<file path="src/rtl/nibble_serial_adder_ctrl.sv">
// Nibble-serial add sequencer driving an external combinational 4-bit adder (no carry-in).
// Optional subtraction (in_sub port, in_a - in_b) is enabled by defining SUB_EN.
`timescale 1ns/1ps
module nibble_serial_adder_ctrl #(
    parameter int unsigned NIBBLES = 4
) (
    input  logic                   clk,
    input  logic                   rst_n,
    input  logic                   in_valid,
    output logic                   in_ready,
    input  logic [4*NIBBLES-1:0]   in_a,
    input  logic [4*NIBBLES-1:0]   in_b,
`ifdef SUB_EN
    input  logic                   in_sub,
`endif
    output logic [3:0]             add_a,
    output logic [3:0]             add_b,
    input  logic [3:0]             add_s,
    input  logic                   add_cout,
    output logic                   out_valid,
    input  logic                   out_ready,
    output logic [4*NIBBLES-1:0]   out_sum,
    output logic                   out_cout
);

    localparam int unsigned W  = 4 * NIBBLES;
    localparam int unsigned IW = (NIBBLES > 1) ? $clog2(NIBBLES) : 1;

    typedef enum logic [1:0] {IDLE, RUN, DONE} state_e;

    state_e          state_q, state_d;
    logic [IW-1:0]   idx_q, idx_d;
    logic            carry_q, carry_d;
    logic [W-1:0]    a_q, a_d;
    logic [W-1:0]    b_q, b_d;
    logic [W-1:0]    sum_q, sum_d;
    logic            cout_q, cout_d;
`ifdef SUB_EN
    logic            sub_q, sub_d;
`endif

    logic [3:0]      a_nib, b_nib, b_eff;
    logic            ovf;

    always_ff @(posedge clk or negedge rst_n) begin
        if (!rst_n) begin
            state_q <= IDLE;
            idx_q   <= '0;
            carry_q <= 1'b0;
            a_q     <= '0;
            b_q     <= '0;
            sum_q   <= '0;
            cout_q  <= 1'b0;
`ifdef SUB_EN
            sub_q   <= 1'b0;
`endif
        end else begin
            state_q <= state_d;
            idx_q   <= idx_d;
            carry_q <= carry_d;
            a_q     <= a_d;
            b_q     <= b_d;
            sum_q   <= sum_d;
            cout_q  <= cout_d;
`ifdef SUB_EN
            sub_q   <= sub_d;
`endif
        end
    end

    always_comb begin
        a_nib = '0;
        b_nib = '0;
        for (int unsigned i = 0; i < NIBBLES; i++) begin
            if (idx_q == IW'(i)) begin
                a_nib = a_q[i*4 +: 4];
                b_nib = b_q[i*4 +: 4];
            end
        end
`ifdef SUB_EN
        b_eff = sub_q ? ~b_nib : b_nib;
`else
        b_eff = b_nib;
`endif
        // The adder has no carry-in: fold carry into A; F+1 wraps to 0 and the carry moves on via ovf.
        ovf = carry_q && (a_nib == 4'hF);
    end

    always_comb begin
        state_d   = state_q;
        idx_d     = idx_q;
        carry_d   = carry_q;
        a_d       = a_q;
        b_d       = b_q;
        sum_d     = sum_q;
        cout_d    = cout_q;
`ifdef SUB_EN
        sub_d     = sub_q;
`endif
        in_ready  = 1'b0;
        out_valid = 1'b0;
        add_a     = '0;
        add_b     = '0;

        case (state_q)
            IDLE: begin
                in_ready = 1'b1;
                if (in_valid) begin
                    a_d    = in_a;
                    b_d    = in_b;
                    idx_d  = '0;
                    sum_d  = '0;
                    cout_d = 1'b0;
`ifdef SUB_EN
                    sub_d   = in_sub;
                    carry_d = in_sub;
`else
                    carry_d = 1'b0;
`endif
                    state_d = RUN;
                end
            end
            RUN: begin
                add_a   = ovf ? 4'h0 : a_nib + {3'b000, carry_q};
                add_b   = b_eff;
                carry_d = add_cout | ovf;
                for (int unsigned i = 0; i < NIBBLES; i++) begin
                    if (idx_q == IW'(i)) begin
                        sum_d[i*4 +: 4] = add_s;
                    end
                end
                if (idx_q == IW'(NIBBLES - 1)) begin
                    cout_d  = add_cout | ovf;
                    state_d = DONE;
                end else begin
                    idx_d = idx_q + 1'b1;
                end
            end
            DONE: begin
                out_valid = 1'b1;
                if (out_ready) begin
                    state_d = IDLE;
                end
            end
            default: state_d = IDLE;
        endcase
    end

    assign out_sum  = sum_q;
    assign out_cout = cout_q;

endmodule

</file>
<file path="config.mk">
export PLATFORM = sky130hd
export DESIGN_NAME = nibble_serial_adder_ctrl
export DESIGN_NICKNAME = d
export VERILOG_FILES = /design/src/rtl/nibble_serial_adder_ctrl.sv
export SDC_FILE = /design/constraint.sdc
export NUM_CORES = 1
export LEC_CHECK = 0
export ABC_AREA = 0
export BUFFER_PORTS_ARGS = -buffer_cell sky130_fd_sc_hd__buf_2
export CAP_MARGIN = 20
export CORE_MARGIN = 2
export CORE_UTILIZATION = 47
export DETAILED_ROUTE_END_ITERATION = 8
export GPL_TIMING_DRIVEN = 0
export PLACE_DENSITY = 0.79
export REMOVE_ABC_BUFFERS = 1
export SYNTH_ARGS = -nofsm -noshare
export SYNTH_HDL_FRONTEND = slang
export SYNTH_SLANG_ARGS = --single-unit
export TNS_END_PERCENT = 5
</file>
<file path="constraint.sdc">
create_clock -name clk -period 2.5 [get_ports clk]
set_clock_uncertainty 0.2 [all_clocks]
set_input_delay 0.375 -clock clk [delete_from_list [all_inputs] [get_ports clk]]
set_output_delay 0.375 -clock clk [all_outputs]
set_load 0.02 [all_outputs]
</file>
# == Yosys cells after proc, flatten, opt, wreduce, memory -nomap -nowiden ==
# Index checks and enable logic that the tools add are counted.
# word_totals
register_bits,54
wordCells,68
in_bits,41
# classes
n_addsub,2
eq_ne,13
reduce_logical,12
n_bitwise,1
n_mux,30
# ops
cell,count
$mux 4,15
$pmux 16 s2,1
$reduce_and 3->1,6
$mux 16,1
$ne 2x2->1 const B,7
$mux 2,5
$eq 2x2->1 const B,3
$pmux 2 s3,1
$add 4x1->4,1
$eq 2x1->1 const B,2
$eq 4x4->1 const B,1
$logic_not 2->1,2
$mux 1,4
$pmux 1 s2,2
$pmux 2 s2,1
$reduce_and 2->1,2
$add 2x1->2 const B,1
$reduce_bool 2->1,1
$logic_and 1x1->1,1
$or 1x1->1,1

# == Logic depth before layout (Yosys ltp) ==
# depth
word_depth,10
ltp_mapped,9

# == Worst setup path after synthesis ==
# Ideal clock, no wire load.
# synth_path
path_type,register -> output
start,register idx_q[0]
end,output add_a[2]
t_arrival_ps,1937
stages_incl_launch_ff,10
slack_ps,-12
required_time_ps,1925
cell_sequence,dfrtp_1 > inv_1 > ha_1 > nor2b_1 > buf_4 > a22oi_1 > a21oi_4 > ha_1 > xor2_1 > and3_1
# synth_via
elab_chain_len,9
# synth_rtl
item,line,text
from (decl),32,"logic [IW-1:0] idx_q, idx_d;"
from (signal assigned),59,idx_q <= idx_d;
$logic_not 2->1,75,if (idx_q == IW'(i)) begin
$mux 4 (3 in a row),75,
$mux 4 *,75,
"parallel branches: the longest is 2 deep, another holds $add 4x1->4",-,
$mux 4 *,124,"add_a = ovf ? 4'h0 : a_nib + {3'b000, carry_q};"
$mux 4 *,105,case (state_q)
to (decl),16,"output logic [3:0] add_a,"
# Mark *: on every way between the ends.

# == Worst setup path after layout ==
# layout_path
start,register idx_q[1]
end,output add_a[2]
# The elaborated chain is that of the path after synthesis.

==> results by group <==
Place
  – Post-place setup slack: -0.603 ns
  – Port Buffers: 67
  – DP Wirelength: ~3900 um
  – Final Wtd Congestion: ~0.8
  – Placed Area: 2910 um^2

CTS
  – CTS Buf Count: 5
  – Clock buffer depth: 2
  – Root buffer cell: clkbuf_8
  – CTS sink cnt: between 50 and 60
  – Clk_lat worst skew: 0.30 ns
  – CTS tree: yes
  – H-Tree Depth: 2
  – CTS clk-pin slew, worst paths: approximately 0.080 ns

Hold path
  – Hold Path Class: in2reg
  – Min-Delay Path Depth: 3

STA
  – Slew headroom: between 50% and 60%
  – Max-slew violations: 0
  – Unrepaired setup endpoints after global routing: yes
  – Period minus WS final: around 2.9 ns
  – Count of final setup violators: 8
  – Fin Setup TNS: -1.49 ns
  – Final worst setup slack: -0.358 ns
  – Worst-Margin Slew: a little over 0.7 ns
  – Tcrit/Tclk final: 114%
  – Max Clk Rate: 350 MHz
  – Hold Fails Final Rpt: 0

Finish
  – Fin nets: 383
  – Multi-input logic area: around 1200 um^2
  – Ant. Diodes: 0
  – Share of cells above drive strength 1: between 30% and 40%
  – Final Cell Area: 3210 um^2
  – Fillers: 445
  – Sequential cell area: about 1400 um^2
  – Area Growth Syn to Fin: 28.7%

Synth
  – Top cells by area, synth: dfrtp_1 54%, nand2_1 15%, a32o_1 4.8%
  – Yosys reg bits: 54
  – Post-synth top area cell: dfrtp_1
  – Post-synth EDFFs: 0
  – Sequential cell area fraction in the yosys report: 54.2%
  – Distinct cell type count after synthesis: 34
  – Synth Cell Area: 2490 um^2
  – Synth Area per Inst: 9.47 um^2
  – Share of the synthesized area in the top cell type: between 50 and 60%
  – Most instantiated library cell after synthesis: nand2_1
  – Main synth FF type: dfrtp_1
  – Synth Instances: 263
  – Ys async rst share: between 90% and 100%
  – YS warnings: 0
  – Leading cell types by count after synthesis: 101 x nand2_1, 54 x dfrtp_1, 12 x a21oi_1, 12 x a32o_1, 11 x nor2_1

Critical path
  – Slowest CP cell: dfrtp_2
  – CP top delay family: flip-flops
  – WP buf/inv: 3
  – Crit path cell chain: inv_4, ha_4, buf_4, a22oi_1, a21oi_4, ha_4, xor2_1, and3_1, buf_6
  – Worst setup SP type: flip-flop
  – CP Depth: 9
  – Crit path max fanout: 10
  – Most frequent CP cell: ha_4
  – Arrival time at the worst endpoint: roughly 2.3 ns
  – Worst Setup Path Type: reg2out
  – Worst setup EP type: output port
  – Critical Path Max Stage Delay: about 0.46 ns
  – Worst Path Required: between 1.5 and 2 ns
  – Reg2Reg Depth: 5

Routing
  – 1st-pass router iterations: 5
  – Detail Route Antenna Nets: 0
  – Final wirelength: 5780 um
  – First-iteration detailed-routing DRC count: 180
  – Via density: about 5.2
  – Via count: between 2,000 and 2,500
  – Routed length per instance: roughly 14 um
  – DRC: 0

Status
  – Violated checks: negative setup slack
  – Status: finished with violations

GRT
  – First-pass GRT wire length: about 9800 um
  – Remaining global-route overflow: 0
  – Largest net degree at the start of global routing: 35
  – Initial antenna violation count: 0
  – Number of global-route vias before repair: 2,071
  – Tot GR Track Use: ~21%

Floorplan
  – FP Rows: 26
  – Die height: approximately 77 um
  – Die ar.: 5900 um^2
  – I/O pins: 68
  – Starting Density: roughly half
  – Die width: 76.8 um
  – Core Region: 5110 um^2

Pwr
  – Pwr dens: 1420 nW/um^2
  – Peak supply drop: between 0.6 and 0.7 mV
  – Final Power: ~0.0046 W
  – P_leak: around 1.7 nW

Run
  – Max-cap viol count: 0
[metrics by stage]
stage	hold WS [ns]	cells	utilization, %
floorplan	-0.121	249	-
global placement	0.258	386	55.8
detailed placement	0.191	389	57.0
CTS	0.0425	402	61.5
global route	0.0457	405	62.8
finish	0.0522	405	62.8
[layout by cell type, fill, tap and decap left out, types with 3 or more instances in the layout]
master / synthesis / layout
nor2_1: 11 / 11
nor2b_1: 7 / 6
dfrtp_1: 54 / 52
a21oi_1: 12 / 12
nor3_1: 4 / 4
clkbuf_8: 0 / 6
nand2_1: 101 / 101
a22o_1: 4 / 4
buf_4: 1 / 10
ha_4: 0 / 5
a32o_1: 12 / 12
buf_2: 5 / 64
inv_1: 5 / 3
a221oi_2: 0 / 3
o22ai_1: 3 / 3
nand2b_1: 3 / 3
and2_1: 3 / 3
[routing by layer]
layer / wire length [um] / up-vias / GRT usage, %
met4: 65 / 0 / 5.45
li1: - / 1034 / -
met3: 407 / 6 / 4.59
met1: 2530 / 996 / 27.3
met5: 0 / - / 0
met2: 2780 / 79 / 34.8
[report_power, final]
part	internal, W	leakage, nW	switching [W]
Combinational	0.00108	0.948	0.00148
Clock	0.000214	0.0431	0.000259
Sequential	0.00127	0.681	0.000260
[cells by family (layout without fill, tap and decap cells)]
family                     after synthesis  in the layout  synth area share (%)
and+or+nand+nor                        136            136                  23.4
DFF                                     54             54                  54.2
AOI/OAI and AO/OA                       46             46                  15.3
buffers and inverters                   19             91                  3.26
adders and majority gates                6              6                  3.01
xor gates and xnor gates                 1              1                 0.352
muxes                                    1              1                 0.452
[what timing repair did]
item | CTS | global route
cloned | 0 | 0
setup endpoints to repair | 8 | 8
hold buffers | 1 | 0
setup buffers | 6 | 2
pin swaps | 5 | 6
hold endpoints to repair | 23 | 0
gates resized for setup | 23 | 4
[worst min-delay path, cell delays in order]
cell and delay [ns]:
buf_2 0.07, nand2_1 0.04, nand2_1 0.04
[sequential cells by signal (all words and copies together), names as in the netlist]
| signal | flops |
|---|---|
| out_cout | 1 |
| state_q | 2 |
| a_q | 16 |
| carry_q | 1 |
| b_q | 16 |
| idx_q | 2 |
| out_sum | 16 |
[area by class of cell]
| type | count | share of cell area, % |
|---|---|---|
| well taps | 70 | 2.73 |
| multi-input cells | 190 | 36.0 |
| flip-flops and latches | 54 | 42.2 |
| inverters | 5 | 0.742 |
| clock buffers | 6 | 2.58 |
| repair buffers | 80 | 15.7 |
[worst paths after layout]
path | startpoint | endpoint | slack (ns)
worst max-delay path | idx_q[1] | add_a[2] | -0.36
worst min register to register | b_q[10] | b_q[10] | 0.28
max in group asynchronous | rst_n | idx_q[0] | 1.16
min in group asynchronous | rst_n | out_sum[13] | 0.38
worst min-delay path | in_b[10] | b_q[10] | 0.05
worst max register to register | state_q[0] | idx_q[0] | 0.43
Note: power is estimated with default switching activity, not from simulation.
